File: src/rtl/piso_tx_if.sv
// Purpose      : word handshake and serial-output bundle for the piso_tx transmitter.
// Latency      : n/a (signal bundle only).
// Backpressure : producer holds load until it sees ready; serial side has none.
//
// Signals:
//   din       [WIDTH-1:0]  parallel word from the producer
//   load                   word-valid strobe from the producer
//   ready                  transmitter accepts a word this cycle
//   out                    serial data bit
//   out_valid              out carries a frame bit this cycle
//   busy                   a frame is in progress
//   done                   one-cycle pulse on the final bit of a frame
// Modports: master = producer / serial consumer side, slave = transmitter.
interface piso_tx_if #(
    parameter int WIDTH = 8
) ();
    logic [WIDTH-1:0] din;
    logic             load;
    logic             ready;
    logic             out;
    logic             out_valid;
    logic             busy;
    logic             done;

    modport master (
        output din,
        output load,
        input  ready,
        input  out,
        input  out_valid,
        input  busy,
        input  done
    );

    modport slave (
        input  din,
        input  load,
        output ready,
        output out,
        output out_valid,
        output busy,
        output done
    );
endinterface

File: src/rtl/piso_tx.sv
// Purpose      : parallel-in serial-out transmitter, one bit per clk, zero-gap word chaining.
// Latency      : first bit one cycle after acceptance; frame WIDTH cycles (WIDTH+1 with parity).
// Backpressure : ready only when idle or on the final frame bit; load at other times is ignored.
//
// Ports:
//   clk    rising-edge clock
//   clear  synchronous active-high reset; also forces ready low combinationally
//   bus    piso_tx_if.slave: din/load/ready handshake, out/out_valid/busy/done serial side
// Parameters:
//   WIDTH      word width (>= 2)
//   LSB_FIRST  0 = MSB transmitted first, 1 = LSB transmitted first
// Build option:
//   PISO_TX_PARITY_EN  when defined, each frame ends with one even-parity bit (PAR state).
module piso_tx #(
    parameter int WIDTH     = 8,
    parameter bit LSB_FIRST = 1'b0
) (
    input  logic       clk,
    input  logic       clear,
    piso_tx_if.slave   bus
);

    localparam int              CNT_W    = (WIDTH > 2) ? $clog2(WIDTH) : 1;
    localparam logic [CNT_W-1:0] CNT_LAST = CNT_W'(WIDTH - 1);
    localparam logic [CNT_W-1:0] CNT_ONE  = CNT_W'(1);

    typedef enum logic [1:0] {
        IDLE  = 2'd0,
        SHIFT = 2'd1,
        PAR   = 2'd2
    } state_t;

    state_t           state_q, state_d;
    logic [WIDTH-1:0] sr_q, sr_d;
    logic [CNT_W-1:0] cnt_q, cnt_d;
`ifdef PISO_TX_PARITY_EN
    logic             par_q, par_d;
`endif

    logic             frame_end;   // cycle that carries done and reopens ready
    logic             accept;
    logic             sr_out_bit;
    logic [WIDTH-1:0] sr_shifted;

    // ------------------------------------------------------------------
    // Decode from registered state only
    // ------------------------------------------------------------------
`ifdef PISO_TX_PARITY_EN
    assign frame_end = (state_q == PAR);
`else
    assign frame_end = (state_q == SHIFT) && (cnt_q == '0);
`endif

    // Ready never looks at load/din, so the producer sees no combinational loop.
    assign bus.ready = !clear && ((state_q == IDLE) || frame_end);
    assign accept    = bus.load && bus.ready;

    // The output end of sr is fixed by bit order; shifting always moves bits
    // toward that end and zero-fills the opposite end.
    assign sr_out_bit = LSB_FIRST ? sr_q[0] : sr_q[WIDTH-1];
    assign sr_shifted = LSB_FIRST ? {1'b0, sr_q[WIDTH-1:1]}
                                  : {sr_q[WIDTH-2:0], 1'b0};

    always_comb begin
        bus.out = 1'b0;
        case (state_q)
            SHIFT:   bus.out = sr_out_bit;
`ifdef PISO_TX_PARITY_EN
            PAR:     bus.out = par_q;
`endif
            default: bus.out = 1'b0;
        endcase
    end

    assign bus.out_valid = (state_q != IDLE);
    assign bus.busy      = (state_q != IDLE);
    assign bus.done      = frame_end;

    // ------------------------------------------------------------------
    // Next-state logic
    // ------------------------------------------------------------------
    always_comb begin
        state_d = state_q;
        sr_d    = sr_q;
        cnt_d   = cnt_q;
`ifdef PISO_TX_PARITY_EN
        par_d   = par_q;
`endif
        case (state_q)
            IDLE: begin
                if (accept) begin
                    state_d = SHIFT;
                    sr_d    = bus.din;
                    cnt_d   = CNT_LAST;
`ifdef PISO_TX_PARITY_EN
                    par_d   = ^bus.din;
`endif
                end
            end

            SHIFT: begin
                sr_d = sr_shifted;
                if (cnt_q != '0) begin
                    cnt_d = cnt_q - CNT_ONE;
                end else begin
`ifdef PISO_TX_PARITY_EN
                    // Last data bit: parity bit follows, ready stays low.
                    state_d = PAR;
`else
                    // Last data bit: chain the next word with no idle gap.
                    if (accept) begin
                        sr_d  = bus.din;
                        cnt_d = CNT_LAST;
                    end else begin
                        state_d = IDLE;
                    end
`endif
                end
            end

`ifdef PISO_TX_PARITY_EN
            PAR: begin
                if (accept) begin
                    state_d = SHIFT;
                    sr_d    = bus.din;
                    cnt_d   = CNT_LAST;
                    par_d   = ^bus.din;
                end else begin
                    state_d = IDLE;
                end
            end
`endif

            default: state_d = IDLE;
        endcase
    end

    // ------------------------------------------------------------------
    // State registers
    // ------------------------------------------------------------------
    always_ff @(posedge clk) begin
        if (clear) begin
            state_q <= IDLE;
            sr_q    <= '0;
            cnt_q   <= '0;
`ifdef PISO_TX_PARITY_EN
            par_q   <= 1'b0;
`endif
        end else begin
            state_q <= state_d;
            sr_q    <= sr_d;
            cnt_q   <= cnt_d;
`ifdef PISO_TX_PARITY_EN
            par_q   <= par_d;
`endif
        end
    end

endmodule

File: src/flat_wrapper.sv
// flat-port wrapper written by rule: the top's interface ports become plain ports
module piso_tx_flat 
#(
    parameter int WIDTH     = 8,
    parameter bit LSB_FIRST = 1'b0
)
  (clk, clear, bus_din, bus_load, bus_ready, bus_out, bus_out_valid, bus_busy, bus_done);
  piso_tx_if #(.WIDTH(WIDTH)) bus_i ();
  input  logic clk;
  input  logic clear;
  input wire logic [$bits(bus_i.din)-1:0] bus_din;
  input wire logic [$bits(bus_i.load)-1:0] bus_load;
  output wire logic [$bits(bus_i.ready)-1:0] bus_ready;
  output wire logic [$bits(bus_i.out)-1:0] bus_out;
  output wire logic [$bits(bus_i.out_valid)-1:0] bus_out_valid;
  output wire logic [$bits(bus_i.busy)-1:0] bus_busy;
  output wire logic [$bits(bus_i.done)-1:0] bus_done;
  assign bus_i.din = bus_din;
  assign bus_i.load = bus_load;
  assign bus_ready = bus_i.ready;
  assign bus_out = bus_i.out;
  assign bus_out_valid = bus_i.out_valid;
  assign bus_busy = bus_i.busy;
  assign bus_done = bus_i.done;
  piso_tx #(.WIDTH(WIDTH), .LSB_FIRST(LSB_FIRST)) u_core (.clk(clk), .clear(clear), .bus(bus_i));
endmodule
File: config.mk
export PLATFORM = sky130hd
export DESIGN_NAME = piso_tx_flat
export DESIGN_NICKNAME = d
export VERILOG_FILES = /design/src/rtl/piso_tx_if.sv /design/src/rtl/piso_tx.sv /design/src/flat_wrapper.sv
export SDC_FILE = /design/constraint.sdc
export NUM_CORES = 1
export LEC_CHECK = 0
export CAP_MARGIN = 25
export CORE_MARGIN = 5
export CORE_UTILIZATION = 50
export DETAILED_ROUTE_END_ITERATION = 8
export PLACE_DENSITY = 0.89
export SETUP_SLACK_MARGIN = 0.15
export SYNTH_ARGS = -nofsm -noshare
export SYNTH_HDL_FRONTEND = slang
export SYNTH_SLANG_ARGS = --single-unit
File: constraint.sdc
create_clock -name clk -period 1.9 [get_ports clk]
set_clock_uncertainty 0.05 [all_clocks]
set_input_delay 0.38 -clock clk [delete_from_list [all_inputs] [get_ports clk]]
set_output_delay 0.38 -clock clk [all_outputs]
set_load 0.05 [all_outputs]
==> out/qor.yml, run 1 <==
final_cell_count_no_fill: 105
mappedNetlistArea_um2: 691
ys_seq_area_share_pct: 34.8
grt_pass1_wl_um: 2440
synth_seq_cells: 12
routedWlPerCell_um: 14.2
root_buffer: "clkbuf_4"
antenna_found_initial: 0
critical_path_peak_fanout: 4
slowest_delay_ns: 0.34
fin_crit_sh_pct: 91.0
ir_drop_uv: 607
final_core_util_pct: 75.5
cp.arrival_ns: 1.30
cts-htree-levels: 1
die_y_um: 47.2
die-area_mm2: 0.00222
grt_pass1_vias: 582
rows: 13
finalWirelength_um: 1500
avgSynthCellArea_um2: 9.73
synthToLayoutAreaGrowth_pct: 42.2
start_kind: "register"
path_delay_family: "flip-flops"
slew_headroom_pct: 77.3
ys_types: 19
yosys_warnings: 0
outcome: "completed"
nets: 104
synthDominantCellAreaShare_pct: 34.8
hold_path.class: "register to register"
critical_path_class: "register to output port"
drtPass1Iterations: 4
gp_congestion: 0.738
ios: 16
worst_pin_slew_ns: 0.340
drtIter0Drc: 18
synth_top_cell_by_area: "dfxtp_1"
ys_top_cells_by_area: "dfxtp_1 (35%), a211oi_2 (13%), mux2i_1 (10%), nand2b_1 (7.2%), a211oi_1 (6.5%)"
antenna_cells: 0
grt-ovfl-total: 0
cp-end-kind: "output port"
ys.flop_type: "dfxtp_1"
cp_slowest_cell: "dfxtp_2"
viasPerCell: 5.59
placed_cells: 98
finalSetupViolCount: 0
clk_pin_slew_ns: 0.08
cp_data_required_time_ns: 1.47
vias: 587
synth_commonest_cells: "dfxtp_1 (12), a21oi_1 (8), nand2b_1 (8)"
p_per_area_mw_per_mm2: 758
yosysMostFrequentCell: "dfxtp_1"
slew_viol_final: 0
synthArstFlopShare_pct: 0
fin_crit_ns: 1.73
max-clock-path-buffers: 2
ctsHoldBuffers: 0
cts.sink_count: 12
worst-path-buf-inv: 2
postRouteAntennaNets: 0
grt_setup_unrepaired: "yes"
synth-edff-count: 0
final_layout_size_suffix_gt1_share_pct: 37.8
maxCapViolCount: 0
fp.dieW_um: 47.2
tns_ns: 0
clkLatencyLatePin_ns: 0.27
path_cells: "inv_2, ha_4, nand2b_4, and2_4, nor2_4, buf_12"
cts_inserted_buffers: 3
dpl.hpwl_um: 1030
power_leakage_nw: 0.380
start_util_pct: 53.1
nFillCells: 85
final_hold_viol_count: 0
max_clock_freq_mhz: 578
power_mw: 0.745
grt_util_all_layers_pct: 15.7
drc: 0
portBuffers: 15
core_area_mm2: 0.00130
cts_tree: "yes"
syn_nets: 84
grt_max_degree: 14
synthCells: 71
## logic make-up (layout without fill, tap and decap cells)
group	Yosys count	after routing	share of synthesized area [%]
AO/OA/AOI/OAI	23	23	27.2
AND/OR/NAND/NOR	16	16	13.9
flip-flops	12	12	34.8
buffers and inverters	10	29	9.06
multiplexers	7	7	10.1
adder cells (fa/ha/maj)	2	2	3.62
XOR/XNOR	1	1	1.27
## flip-flops by register name (all words and copies together), names as in the netlist
signal,cells
u_core.sr_q,8
u_core.cnt_q,3
u_core.state_q,1
## layout make-up
cell class                      instances  area (um2)  share of cell area (%)
Clock buffer                            4        36.3                    3.69
Inverter                                3        11.3                    1.15
Multi-Input combinational cell         49         419                    42.7
Sequential cell                        12         244                    24.8
Tap cell                               15        18.8                    1.91
Timing Repair Buffer                   22         253                    25.7
## stage by stage
step	hold WS (ns)	worst slack [ns]	instance area (um2)
after floorplan	0.393	0.231	703
after global placement	0.411	0.281	901
after detailed placement	0.429	0.240	901
after CTS	0.418	0.151	965
after global routing	0.453	0.124	982
final	0.423	0.171	982
## per-layer routing
layer | global-route usage (%) | vias to the layer above | share of wire (%)
met4 | 8.84 | 0 | 1.5
met2 | 23.6 | 26 | 49
met5 | 0 | - | 0
met1 | 20.3 | 269 | 44
met3 | 3.83 | 2 | 6.1
li1 | - | 290 | -
## cell usage in the layout, fill, tap and decap left out, drive strengths merged
cell type	netlist	final
a211oi	13	13
o21ai	1	1
inv	3	3
xnor2	1	1
buf	6	12
nand3	1	1
clkdlybuf4s50	0	10
nand2b	9	9
mux2i	7	7
a21oi	8	8
clkbuf	1	4
dfxtp	12	12
a21bo	1	1
nor2	4	4
ha	2	2
and2	2	2
## report_power, final
group / internal [mW] / switching, mW / leakage, nW
clock: 0.116 / 0.0866 / 0.0210
sequential: 0.278 / 0.0195 / 0.100
combinational: 0.124 / 0.120 / 0.258
total: 0.518 / 0.226 / 0.380
## final timing paths
| kind | startpoint | to | slack (ns) | cells after the start |
|---|---|---|---|---|
| setup / recovery | u_core.cnt_q[1]$_SDFF_PP0_ | bus_ready | 0.17 | 6 |
| hold / removal | u_core.cnt_q[0]$_SDFF_PP0_ | u_core.cnt_q[0]$_SDFF_PP0_ | 0.42 | 1 |
| setup reg to reg | u_core.cnt_q[1]$_SDFF_PP0_ | u_core.sr_q[6]$_SDFFE_PP0P_ | 0.30 | 7 |
| hold reg to reg | u_core.cnt_q[0]$_SDFF_PP0_ | u_core.cnt_q[0]$_SDFF_PP0_ | 0.42 | 1 |
## repair_timing
| action | in CTS | in global routing |
|---|---|---|
| gates resized for setup | 7 | 1 |
| endpoints found under the setup margin | 1 | 2 |
| pin swaps | 1 | 0 |
| setup buffers | 2 | 1 |
No activity file was read; power rests on OpenSTA's default activity.
==> inputs of run 2 (changes only) <==
CAP_MARGIN = 40   (was 25)
CORE_MARGIN = 2   (was 5)
==> run 2 against run 1 <==
- non-clock buffer count is 2 higher
- sequential share of layout area is 0.29 points higher
- maximum frequency is 1.0% lower
- core utilization is 0.67 points higher
- sequential power hardly changed
- worst setup slack worse by 0.018 ns
- register-to-register slack worse by 0.02 ns
- global-route usage is 9.5 points higher
- count of clock-buffer cells in the layout is 1 lower
- largest power group unchanged
- first-iteration DRC count is 17% higher
- power is 4.2% lower
==> out/qor.yml, run 2 (synthesized netlist as in run 1, its figures left out) <==
outcome: "completed"  # unchanged
antenna_cells: 0  # unchanged
start_util_pct: 53.1  # unchanged
portBuffers: 15  # unchanged
final_common_cell: "clkdlybuf4s50_1"  # unchanged
cts_tree: "yes"  # unchanged
gp_congestion: 0.759  # was 0.738
die-area_mm2: 0.00169  # was 0.00222 mm2
dpl.hpwl_um: 1100  # was 1030 um
power_mw: 0.714  # was 0.745 mW
power_leakage_nw: 0.384  # was 0.380 nW
largest-register: "u_core.sr_q"  # unchanged
slew_headroom_pct: 74.2  # was 77.3%
final_layout_size_suffix_gt1_share_pct: 38.5  # was 37.8%
max-clock-path-buffers: 2  # unchanged
path_cells: "inv_4, ha_4, nand2b_4, and2_4, nor2_4, buf_12"  # was inv_2, ha_4, nand2b_4, and2_4, nor2_4, buf_12
cts-htree-levels: 1  # unchanged
grt_pass1_vias: 561  # was 582
cp_data_required_time_ns: 1.47  # about the same
setup_slack_ns: 0.153  # was 0.171 ns
fin_crit_ns: 1.75  # was 1.73 ns
ir_drop_uv: 520  # was 607 uV
slowest_delay_ns: 0.36  # was 0.34 ns
power.switching_mw: 0.234  # was 0.226 mW
postRouteAntennaNets: 0  # unchanged
cp-end-kind: "output port"  # unchanged
root_buffer: "clkbuf_4"  # unchanged
die_y_um: 41.2  # was 47.2 um
start_kind: "register"  # unchanged
critical_path_class: "register to output port"  # unchanged
holdWs_ns: 0.459  # was 0.423 ns
crit_path_end: "bus_ready"  # unchanged
grt_max_degree: 15  # was 14
nets: 106  # was 104
critPathLaunch: "u_core.cnt_q[0]$_SDFF_PP0_"  # was u_core.cnt_q[1]$_SDFF_PP0_
r2r-end: "u_core.sr_q[7]$_SDFFE_PP0P_"  # was u_core.sr_q[6]$_SDFFE_PP0P_
drtPass1Iterations: 4  # unchanged
antenna_found_initial: 0  # unchanged
synthToLayoutAreaGrowth_pct: 43.5  # was 42.2%
grt_util_all_layers_pct: 25.1  # was 15.7%
critical_path_peak_fanout: 2  # was 4
tns_ns: 0  # unchanged
pwr-share-seq_pct: 42.2  # was 40.0%
top_regs: "u_core.sr_q (8), u_core.cnt_q (3), u_core.state_q (1)"  # unchanged
ios: 16  # unchanged
max_clock_freq_mhz: 572  # was 578 MHz
viasPerCell: 5.84  # was 5.59
maxCapViolCount: 0  # unchanged
finalSetupViolCount: 0  # unchanged
p_int_mw: 0.480  # was 0.518 mW
fin_area_um2: 991  # was 982 um2
p_per_area_mw_per_mm2: 720  # was 758 mW/mm2
final_cell_mix: "clkdlybuf4s50_1 (10), buf_4 (9), dfxtp_1 (9)"  # was clkdlybuf4s50_1 (10), dfxtp_1 (9), nand2b_1 (8), a21oi_1 (8)
routedWlPerCell_um: 17.8  # was 14.2 um
fp.dieW_um: 41.2  # was 47.2 um
nFillCells: 76  # was 85
ctsHoldBuffers: 0  # unchanged
grt-ovfl-total: 0  # unchanged
dpl_cell_area_um2: 893  # was 901 um2
cts.sink_count: 12  # unchanged
grt_pass1_wl_um: 2620  # was 2440 um
slew_viol_final: 0  # unchanged
grt_setup_unrepaired: "yes"  # unchanged
pwr-share-comb_pct: 36.3  # was 32.8%
pre_cts_slack_ns: 0.198  # was 0.240 ns
cp.arrival_ns: 1.32  # was 1.30 ns
p_sw_share_pct: 32.7  # was 30.4%
drtIter0Drc: 21  # was 18
regToRegStartpoint: "u_core.cnt_q[0]$_SDFF_PP0_"  # was u_core.cnt_q[1]$_SDFF_PP0_
vias: 619  # was 587
clock_power_share_pct: 21.5  # was 27.3%
reg2reg_depth: 7  # unchanged
finalWirelength_um: 1890  # was 1500 um
rows: 13  # unchanged
clk_pin_slew_ns: 0.08  # about the same
hold_path.class: "register to register"  # unchanged
largest_register_ffs: 8  # unchanged
worst_pin_slew_ns: 0.385  # was 0.340 ns
drc: 0  # unchanged
core_area_mm2: 0.00130  # unchanged
ff2ff_setup_slack_ns: 0.28  # was 0.30 ns
fin_crit_sh_pct: 91.9  # was 91.0%
cts_inserted_buffers: 3  # unchanged
clkLatencyLatePin_ns: 0.27  # about the same
cp_slowest_cell: "dfxtp_4"  # was dfxtp_2
final_hold_viol_count: 0  # unchanged
==> run 2: area by class of cell <==
class | count | area, um2 | area share [%]
Inverter | 3 | 13.8 | 1.39
Multi-Input combinational cell | 49 | 419 | 42.3
Sequential cell | 12 | 249 | 25.1
Tap cell | 15 | 18.8 | 1.89
Timing Repair Buffer | 24 | 268 | 27.0
Clock buffer | 3 | 22.5 | 2.27
==> run 2: how the worst min path moves through the flow <==
stage	cells after the start	slack (ns)	from	to
global route	2	0.50	u_core.sr_q[0]$_SDFFE_PP0P_	u_core.sr_q[0]$_SDFFE_PP0P_
global placement	1	0.41	u_core.cnt_q[0]$_SDFF_PP0_	u_core.cnt_q[0]$_SDFF_PP0_
detailed placement	1	0.42	u_core.cnt_q[0]$_SDFF_PP0_	u_core.cnt_q[0]$_SDFF_PP0_
CTS	2	0.45	u_core.sr_q[0]$_SDFFE_PP0P_	u_core.sr_q[0]$_SDFFE_PP0P_
finish	2	0.46	u_core.sr_q[0]$_SDFFE_PP0P_	u_core.sr_q[0]$_SDFFE_PP0P_
floorplan	1	0.39	u_core.cnt_q[0]$_SDFF_PP0_	u_core.cnt_q[0]$_SDFF_PP0_
==> run 2: power by group through the flow <==
stage / combinational, mW / clock [mW] / sequential (mW)
2_1_floorplan: 0.149 / 0 / 0.300
4_1_cts: 0.234 / 0.154 / 0.300
3_5_place_dp: 0.214 / 0 / 0.305
3_3_place_gp: 0.206 / 0 / 0.303
5_1_grt: 0.273 / 0.179 / 0.304
6_report: 0.259 / 0.153 / 0.301
==> run 2: what timing repair did <==
action                                  in CTS  in global routing
setup buffers                                2                  4
gates resized for setup                      6                  5
pin swaps                                    1                  2
endpoints found under the setup margin       1                  2
gates cloned                                 0                  0
==> run 2: metal layers <==
layer	routed length (um)	GRT usage [%]	vias to the layer above
li1	-	-	293
met1	734	30.9	287
met2	991	38.3	33
met3	120	8.15	6
met4	46	13.7	0
met5	0	0	-
==> run 2: worst max-delay path, delay by kind of cell, from the launching register on <==
| family | cells | cell delay [ns] |
|---|---|---|
| flops | 1 | 0.36 |
| buf+inv | 2 | 0.21 |
| fa+ha+maj | 1 | 0.13 |
| simple gates | 3 | 0.34 |
==> run 2: per-stage QoR <==
stage                     instances  utilization (%)
final                           106             76.2
after global routing            106             76.2
after CTS                       102             73.1
after detailed placement         97             68.7
after global placement           97             68.7
after floorplan                  71                -
